## config.mk

```make
export PLATFORM = sky130hd
export DESIGN_NAME = mult_error_monitor
export DESIGN_NICKNAME = d
export VERILOG_FILES = /design/src/rtl/mult_err_pkg.sv /design/src/rtl/err_abs_stage.sv /design/src/rtl/mult_error_monitor.sv
export SDC_FILE = /design/constraint.sdc
export NUM_CORES = 1
export LEC_CHECK = 0
export BUFFER_PORTS_ARGS = -buffer_cell sky130_fd_sc_hd__clkbuf_2
export CORE_UTILIZATION = 59
export DETAILED_ROUTE_END_ITERATION = 10
export PLACE_DENSITY = 0.81
export SLEW_MARGIN = 20
export SYNTH_ARGS = -nofsm -noshare
export SYNTH_HDL_FRONTEND = slang
export SYNTH_HIERARCHICAL = 1
export SYNTH_SLANG_ARGS = --single-unit
export TNS_END_PERCENT = 5
```

## constraint.sdc

```tcl
create_clock -name i_clk -period 3.1 [get_ports i_clk]
set_input_delay 0.31 -clock i_clk [delete_from_list [all_inputs] [get_ports i_clk]]
set_output_delay 0.31 -clock i_clk [all_outputs]
set_load 0.01 [all_outputs]
```

## src/rtl/mult_err_pkg.sv

```systemverilog
// Shared types and helpers for the multiplier error monitor: FSM states, default widths
// and a wide signed-magnitude helper used by the S1 stage.
package mult_err_pkg;

    typedef enum logic [1:0] {
        ST_IDLE  = 2'd0,
        ST_RUN   = 2'd1,
        ST_DRAIN = 2'd2,
        ST_DONE  = 2'd3
    } state_e;

    localparam int DEF_PROD_W  = 16;
    localparam int DEF_SAMPLES = 65536;
    localparam int DEF_CNT_W   = 17;
    localparam int DEF_ACC_W   = 40;

    // Wide enough that |a-b| of two 31-bit signed products never wraps.
    localparam int ABS_W = 33;

    function automatic logic [ABS_W-1:0] abs_x(input logic signed [ABS_W-1:0] v);
        return v[ABS_W-1] ? -v : v;
    endfunction

endpackage

```

## src/rtl/err_abs_stage.sv

```systemverilog
// S1 of the error monitor: registers |approx-exact|, |exact| and a mismatch flag, 1-cycle latency.
// No backpressure; i_flush discards whatever would be captured on this edge.
module err_abs_stage
    import mult_err_pkg::*;
#(
    parameter int PROD_W = DEF_PROD_W
) (
    input  logic                     i_clk,
    input  logic                     i_rst_n,
    input  logic                     i_flush,
    input  logic                     i_vld,
    input  logic signed [PROD_W-1:0] i_exact,
    input  logic signed [PROD_W-1:0] i_approx,
    output logic                     o_vld,
    output logic [PROD_W:0]          o_ed,
    output logic [PROD_W:0]          o_abs_exact,
    output logic                     o_nz
);

    if (PROD_W > ABS_W - 2) begin : g_width_chk
        $error("err_abs_stage: PROD_W exceeds the abs helper width");
    end

    logic signed [ABS_W-1:0] exact_x;
    logic signed [ABS_W-1:0] approx_x;
    logic [ABS_W-1:0]        ed_full;
    logic [ABS_W-1:0]        abs_exact_full;
    logic                    vld_d, vld_q;
    logic                    nz_d, nz_q;
    logic [PROD_W:0]         ed_d, ed_q;
    logic [PROD_W:0]         abs_exact_d, abs_exact_q;
    logic                    unused_hi;

    always_comb begin
        exact_x        = {{(ABS_W-PROD_W){i_exact[PROD_W-1]}}, i_exact};
        approx_x       = {{(ABS_W-PROD_W){i_approx[PROD_W-1]}}, i_approx};
        ed_full        = abs_x(approx_x - exact_x);
        abs_exact_full = abs_x(exact_x);

        vld_d       = i_vld & ~i_flush;
        ed_d        = ed_q;
        abs_exact_d = abs_exact_q;
        nz_d        = nz_q;
        if (vld_d) begin
            // PROD_W+1 bits hold both 2^(PROD_W-1) and the largest difference magnitude.
            ed_d        = ed_full[PROD_W:0];
            abs_exact_d = abs_exact_full[PROD_W:0];
            nz_d        = (i_approx != i_exact);
        end
    end

    // Upper bits of the wide helper results are always zero here.
    assign unused_hi = ^{ed_full[ABS_W-1:PROD_W+1], abs_exact_full[ABS_W-1:PROD_W+1]};

    always_ff @(posedge i_clk or negedge i_rst_n) begin
        if (!i_rst_n) begin
            vld_q       <= 1'b0;
            ed_q        <= '0;
            abs_exact_q <= '0;
            nz_q        <= 1'b0;
        end else begin
            vld_q       <= vld_d;
            ed_q        <= ed_d;
            abs_exact_q <= abs_exact_d;
            nz_q        <= nz_d;
        end
    end

    assign o_vld       = vld_q;
    assign o_ed        = ed_q;
    assign o_abs_exact = abs_exact_q;
    assign o_nz        = nz_q;

endmodule

```

## src/rtl/mult_error_monitor.sv

```systemverilog
// Error-statistics collector for an exact/approx multiplier pair; stats lag the accept by 2 edges.
// Ready only in RUN, deasserted after the SAMPLES-th accept; i_start restarts and flushes at any time.
module mult_error_monitor
    import mult_err_pkg::*;
#(
    parameter int PROD_W  = DEF_PROD_W,
    parameter int SAMPLES = DEF_SAMPLES,
    parameter int CNT_W   = DEF_CNT_W,
    parameter int ACC_W   = DEF_ACC_W
) (
    input  logic                     i_clk,
    input  logic                     i_rst_n,
    input  logic                     i_start,
    input  logic                     i_valid,
    output logic                     o_ready,
    input  logic signed [PROD_W-1:0] i_exact,
    input  logic signed [PROD_W-1:0] i_approx,
    output logic                     o_busy,
    output logic                     o_done,
    output logic [CNT_W-1:0]         o_count,
    output logic [CNT_W-1:0]         o_err_cnt,
    output logic [ACC_W-1:0]         o_sum_ed,
    output logic [PROD_W:0]          o_max_ed,
    output logic [PROD_W:0]          o_max_exact,
    output logic                     o_ovf
);

    localparam int               ED_W     = PROD_W + 1;
    localparam int               SUM_W    = ((ACC_W > ED_W) ? ACC_W : ED_W) + 1;
    localparam logic [CNT_W-1:0] LAST_IDX = CNT_W'(SAMPLES - 1);

    if (SAMPLES < 1) begin : g_samples_chk
        $error("mult_error_monitor: SAMPLES must be at least 1");
    end
    if (CNT_W < $clog2(SAMPLES + 1)) begin : g_cnt_chk
        $error("mult_error_monitor: CNT_W cannot hold SAMPLES");
    end

    state_e           state_q, state_d;
    logic [CNT_W-1:0] acc_cnt_q, acc_cnt_d;
    logic             accept;
    logic             last_accept;

    logic             s1_vld;
    logic             s1_nz;
    logic [ED_W-1:0]  s1_ed;
    logic [ED_W-1:0]  s1_abs_exact;

    logic [CNT_W-1:0] count_q, count_d;
    logic [CNT_W-1:0] err_cnt_q, err_cnt_d;
    logic [ACC_W-1:0] sum_q, sum_d;
    logic [SUM_W-1:0] sum_ext;
    logic [ED_W-1:0]  max_ed_q, max_ed_d;
    logic [ED_W-1:0]  max_exact_q, max_exact_d;
    logic             ovf_q, ovf_d;

    // A start in the same cycle as a valid pair wins; the pair is dropped.
    assign o_ready     = (state_q == ST_RUN);
    assign accept      = i_valid & o_ready & ~i_start;
    assign last_accept = accept & (acc_cnt_q == LAST_IDX);

    err_abs_stage #(
        .PROD_W (PROD_W)
    ) u_s1 (
        .i_clk       (i_clk),
        .i_rst_n     (i_rst_n),
        .i_flush     (i_start),
        .i_vld       (accept),
        .i_exact     (i_exact),
        .i_approx    (i_approx),
        .o_vld       (s1_vld),
        .o_ed        (s1_ed),
        .o_abs_exact (s1_abs_exact),
        .o_nz        (s1_nz)
    );

    always_comb begin
        state_d   = state_q;
        acc_cnt_d = acc_cnt_q;
        if (i_start) begin
            state_d   = ST_RUN;
            acc_cnt_d = '0;
        end else begin
            case (state_q)
                ST_RUN: begin
                    if (accept) begin
                        acc_cnt_d = acc_cnt_q + 1'b1;
                        if (last_accept) begin
                            state_d = ST_DRAIN;
                        end
                    end
                end
                // S1 holds the final pair during DRAIN; S2 absorbs it on this edge.
                ST_DRAIN: state_d = ST_DONE;
                default:  state_d = state_q;
            endcase
        end
    end

    always_comb begin
        count_d     = count_q;
        err_cnt_d   = err_cnt_q;
        sum_d       = sum_q;
        max_ed_d    = max_ed_q;
        max_exact_d = max_exact_q;
        ovf_d       = ovf_q;
        sum_ext     = SUM_W'(sum_q) + SUM_W'(s1_ed);

        if (i_start) begin
            count_d     = '0;
            err_cnt_d   = '0;
            sum_d       = '0;
            max_ed_d    = '0;
            max_exact_d = '0;
            ovf_d       = 1'b0;
        end else if (s1_vld) begin
            count_d   = count_q + 1'b1;
            err_cnt_d = err_cnt_q + CNT_W'(s1_nz);
            if (|sum_ext[SUM_W-1:ACC_W]) begin
                sum_d = '1;
                ovf_d = 1'b1;
            end else begin
                sum_d = sum_ext[ACC_W-1:0];
            end
            if (s1_ed > max_ed_q) begin
                max_ed_d = s1_ed;
            end
            if (s1_abs_exact > max_exact_q) begin
                max_exact_d = s1_abs_exact;
            end
        end
    end

    always_ff @(posedge i_clk or negedge i_rst_n) begin
        if (!i_rst_n) begin
            state_q     <= ST_IDLE;
            acc_cnt_q   <= '0;
            count_q     <= '0;
            err_cnt_q   <= '0;
            sum_q       <= '0;
            max_ed_q    <= '0;
            max_exact_q <= '0;
            ovf_q       <= 1'b0;
        end else begin
            state_q     <= state_d;
            acc_cnt_q   <= acc_cnt_d;
            count_q     <= count_d;
            err_cnt_q   <= err_cnt_d;
            sum_q       <= sum_d;
            max_ed_q    <= max_ed_d;
            max_exact_q <= max_exact_d;
            ovf_q       <= ovf_d;
        end
    end

    assign o_busy      = (state_q == ST_RUN) || (state_q == ST_DRAIN);
    assign o_done      = (state_q == ST_DONE);
    assign o_count     = count_q;
    assign o_err_cnt   = err_cnt_q;
    assign o_sum_ed    = sum_q;
    assign o_max_ed    = max_ed_q;
    assign o_max_exact = max_exact_q;
    assign o_ovf       = ovf_q;

endmodule

```

==> key figures <==
Yosys
  – Mux cell area share after synthesis: roughly 4.5%
  – Commonest register cell after synthesis: sky130_fd_sc_hd__dfrtp_1
  – Total standard cell area after synthesis: 10660 um^2
  – Largest family of logic cells by synthesized area: simple AND/OR/NAND/NOR gates
  – Syn Nets: between 1000 and 1500
  – Synthesized-area fraction occupied by adder cells: 9.411%
  – Number of different library cells in the post-synthesis netlist: 80
  – Synthesized instance count: ~1200
  – Count of yosys warnings during synthesis: 6
  – Count of flip-flops with a built-in enable after synthesis: 0
  – Mean post-synth cell area: 9.013 um^2
  – Async SR Flop Fraction: 100.0%
  – Compound-Gate Fraction of Synth Area: between 10% and 20%
  – Sequential area share after synthesis: between 30% and 40%
  – Basic-gate share of the synthesized area counting and, or, nand and nor cells: roughly a fifth
  – Fraction of synthesized cell area in xor and xnor cells: under 10%
  – Seq cells post-synth: between 150 and 200

Timing
  – Setup repair after global routing missed its margin: false
  – Total negative slack: 0 ps
  – Worst Skew: between 8 and 9 ps
  – Total count of hold-check failures in the final report: 0
  – Minimum clock period: between 2000 and 3000 ps
  – Worst max-slew margin expressed relative to the limit: around a third
  – Worst-Margin Slew: ~970 ps
  – Count of pins over their slew limit: 0
  – Final setup violation count: 0
  – Post-route fraction of the period consumed by the critical path: about nine tenths
  – Max Clk Rate: 350.6 MHz

Worst setup path
  – Data required time of the critical path: between 3000 and 4000 ps
  – Kind of critical path: reg -> reg
  – Beginning of the worst register-to-register path: u_s1/o_ed[1]$_DFFE_PN0P_
  – Startpoint types: flip-flop
  – CP startpoint: u_s1/o_ed[1]$_DFFE_PN0P_
  – Crit path capture type: flip-flop
  – Maximum fanout along the worst path: 12
  – Worst EP arrival: about 3200 ps
  – Internal reg-to-reg setup slack: roughly 250 ps

Layout
  – Area growth from synthesis to layout: 15.56%
  – Share of layout cells above drive strength 1: approximately 17%
  – Most frequent cells in the layout: sky130_fd_sc_hd__dfrtp_1 (163), sky130_fd_sc_hd__clkbuf_2 (145), sky130_fd_sc_hd__nor2_1 (139)
  – Diode count: 0
  – Most common library cell in the layout ignoring fill and taps: sky130_fd_sc_hd__dfrtp_1
  – Nets: 1446

Detailed routing
  – Number of remaining DRC errors: 0
  – Overall via count from detail_route: 8946
  – Vias per cell: around 5.7
  – Post-detailed-routing wire length: around 25000 um
  – Number of design-rule violations left by the first detailed-router iteration: slightly below 600
  – Per-cell routed wire length: around 16 um
  – Length of the first detailed-routing pass in iterations: 5
  – Remaining number of nets flagged by the antenna check after routing: 0

Run
  – Max-Cap Viols: 0

Clock network
  – Clock tree from TritonCTS: built
  – Clock transition at path regs: roughly 70 ps
  – Clock latency on the worst-skew pair: about 430 ps
  – Post-CTS Setup Bufs: 0
  – H-tree depth reported by CTS: 4
  – Number of buffers added by the clock tree synthesis step: 17
  – Master cell of the clock root buffer: sky130_fd_sc_hd__clkbuf_16
  – Buffer depth of the longest clock path: 2
  – Number of clock sinks seen by CTS: 164

Global routing
  – Grt peak-use layer: met2
  – Pin count of the biggest net entering global routing: 68
  – Global-route wire length before repair: about 41000 um
  – Met1 usage: 36.46%
  – Vias in the first global route: between 8000 and 9000
  – Met3 GRT Util: under 10%
  – Final global-route overflow total: 0
  – Antenna violations before repair: 0
  – Overall routing resource usage: approximately 28%
  – Global Route met2 Usage: around 46%

Hold path
  – Min-Delay Path Class: in -> reg
  – Startpoint of the lowest-slack hold path: i_exact[14]

Power
  – Leakage: 5.690 nW
  – Tot Pwr: 6.297 mW
  – Sequential fraction of design power: around 40%
  – Part of the total power dissipated in the clock network: about 34%
  – Power density over cell area: between 500 and 600 nW/um^2
  – Net switching power: ~2.1 mW
  – Sw Share: about 33%
  – Internal power: between 4 and 5 mW
  – Portion of total power attributed to combinational logic: 26.4%
  – Worst IR drop on VDD: ~440 uV

Placement
  – Global placement routability congestion: roughly 0.9
  – Buffers on Ports: between 100 and 150
  – Detail Placement HPWL: ~18000 um

Die
  – Die Outline Area: around 19000 um^2
  – IO Pins: around 150
  – Core box area: 17480 um^2
  – Placement row count: between 40 and 50
  – Y dimension of the die: 136.4 um
  – Die Span X: about 140 um
  – Initial core utilization: between 60% and 70%

Run status
  – Outcome: finished, final reports clean
cells by family (layout without fill, tap and decap cells):
kind of cell / count (synthesis) / after routing
and+or+nand+nor: 443 / 443
DFF: 164 / 164
muxes: 48 / 48
AOI/OAI and AO/OA: 243 / 243
adders and majority gates: 79 / 79
buffers and inverters: 121 / 282
xor gates and xnor gates: 85 / 85
layout make-up:
cell class	count	area, um^2
clock buffers	19	442.9
clock inverters	13	150.1
fillers	1343	5155
inverters	80	300.3
multi-input cells	898	6097
flip-flops and latches	164	4105
well taps	225	281.5
repair buffers	170	944.7
metrics by stage:
step | hold WS, ps | worst slack, ps | utilization (%) | area (um^2) | std cells
6_report | 213.2 | 248.1 | 70.50 | 12320 | 1569
2_1_floorplan | 14.41 | 226.7 | - | 10660 | 1183
3_5_place_dp | 365.6 | -38.83 | 67.03 | 11720 | 1536
3_3_place_gp | 362.0 | 74.63 | 67.03 | 11720 | 1536
5_1_grt | 209.7 | 10.03 | 70.50 | 12320 | 1569
4_1_cts | 192.8 | 231.8 | 70.48 | 12320 | 1569
path summary, 6_finish.rpt:
path                                                     to  cells past startpoint
setup reg to reg                    o_max_ed[5]$_DFFE_PN0P_                      9
hold reg to reg                           o_ovf$_DFFE_PN0P_                      2
setup / recovery                    o_max_ed[5]$_DFFE_PN0P_                      9
max in group asynchronous              u_s1/o_vld$_DFF_PN0_                      3
hold / removal             u_s1/o_abs_exact[15]$_DFFE_PN0P_                      4
min in group asynchronous          o_sum_ed[30]$_DFFE_PN0P_                      2
state kept, by name, summed over array words and instances (netlist names):
signal / flops
o_max_exact: 17
acc_cnt_q: 17
o_max_ed: 17
o_count: 17
u_s1/o_ed: 17
u_s1/o_abs_exact: 17
state_q: 2
u_s1/o_nz: 1
o_sum_ed: 40
o_err_cnt: 17
o_ovf: 1
u_s1/o_vld: 1
power by group through the flow:
stage | Clock, mW | Combinational [mW] | Sequential, mW
2_1_floorplan | 0 | 1.20 | 2.48
3_3_place_gp | 0 | 1.59 | 2.53
3_5_place_dp | 0 | 1.64 | 2.54
4_1_cts | 2.16 | 1.66 | 2.50
5_1_grt | 2.23 | 1.87 | 2.53
6_report | 2.13 | 1.66 | 2.51
routing by layer:
| metal | vias up | share of wire, % | wire, um |
|---|---|---|---|
| li1 | 4451 | - | - |
| met1 | 4244 | 45 | 11160 |
| met2 | 208 | 48 | 12050 |
| met3 | 43 | 4.5 | 1120 |
| met4 | 0 | 2.7 | 679 |
| met5 | - | 0 | 0 |
repair_timing:
| action | in CTS | in global routing |
|---|---|---|
| hold buffers | 1 | 0 |
| endpoints found under the setup margin | 0 | 2 |
| gates resized for setup | 0 | 1 |
| endpoints found under the hold margin | 65 | 0 |
cells in the mapped netlist (3+ instances only):
master / n / share of area (%)
sky130_fd_sc_hd__a211oi_1: 16 / 1.1
sky130_fd_sc_hd__dfrtp_1: 164 / 38
sky130_fd_sc_hd__xor2_1: 49 / 4.0
sky130_fd_sc_hd__a31oi_1: 6 / 0.35
sky130_fd_sc_hd__xnor2_1: 35 / 2.9
sky130_fd_sc_hd__clkbuf_1: 33 / 1.2
sky130_fd_sc_hd__or3_1: 13 / 0.76
sky130_fd_sc_hd__o21a_1: 5 / 0.35
sky130_fd_sc_hd__o211ai_1: 6 / 0.42
sky130_fd_sc_hd__nor2b_1: 8 / 0.47
sky130_fd_sc_hd__inv_1: 79 / 2.8
sky130_fd_sc_hd__o41ai_1: 3 / 0.25
sky130_fd_sc_hd__nand4_1: 20 / 1.2
sky130_fd_sc_hd__o21bai_1: 5 / 0.35
sky130_fd_sc_hd__o21ai_1: 22 / 1.0
sky130_fd_sc_hd__a21oi_1: 55 / 2.6
sky130_fd_sc_hd__nand2b_1: 37 / 2.2
sky130_fd_sc_hd__buf_6: 3 / 0.32
sky130_fd_sc_hd__a21o_1: 20 / 1.4
sky130_fd_sc_hd__ha_1: 77 / 9.0
sky130_fd_sc_hd__o31ai_1: 7 / 0.49
sky130_fd_sc_hd__or2_2: 3 / 0.18
sky130_fd_sc_hd__o21ai_0: 45 / 2.1
sky130_fd_sc_hd__a221oi_1: 3 / 0.25
sky130_fd_sc_hd__nand2_1: 115 / 4.0
sky130_fd_sc_hd__nand3_1: 23 / 1.1
sky130_fd_sc_hd__o22ai_1: 4 / 0.23
sky130_fd_sc_hd__mux2i_1: 48 / 4.5
sky130_fd_sc_hd__nor2_1: 139 / 4.9
sky130_fd_sc_hd__nor3_1: 19 / 0.89
sky130_fd_sc_hd__nor4_1: 7 / 0.41
sky130_fd_sc_hd__and4_1: 12 / 0.99
sky130_fd_sc_hd__and2_1: 11 / 0.65
sky130_fd_sc_hd__and3_1: 19 / 1.1
sky130_fd_sc_hd__a41oi_1: 5 / 0.41
sky130_fd_sc_hd__o31a_1: 3 / 0.25
sky130_fd_sc_hd__a311oi_1: 13 / 1.1
critical path, cell delays in order (launching register included):
cell	delay (ps)
sky130_fd_sc_hd__dfrtp_1	460
sky130_fd_sc_hd__ha_1	330
sky130_fd_sc_hd__nor2b_1	140
sky130_fd_sc_hd__o21a_1	120
sky130_fd_sc_hd__o21a_1	110
sky130_fd_sc_hd__o2111ai_1	150
sky130_fd_sc_hd__a311oi_4	820
sky130_fd_sc_hd__buf_4	310
sky130_fd_sc_hd__mux2i_1	210
sky130_fd_sc_hd__nor2_1	70
Note: power is estimated with default switching activity, not from simulation.
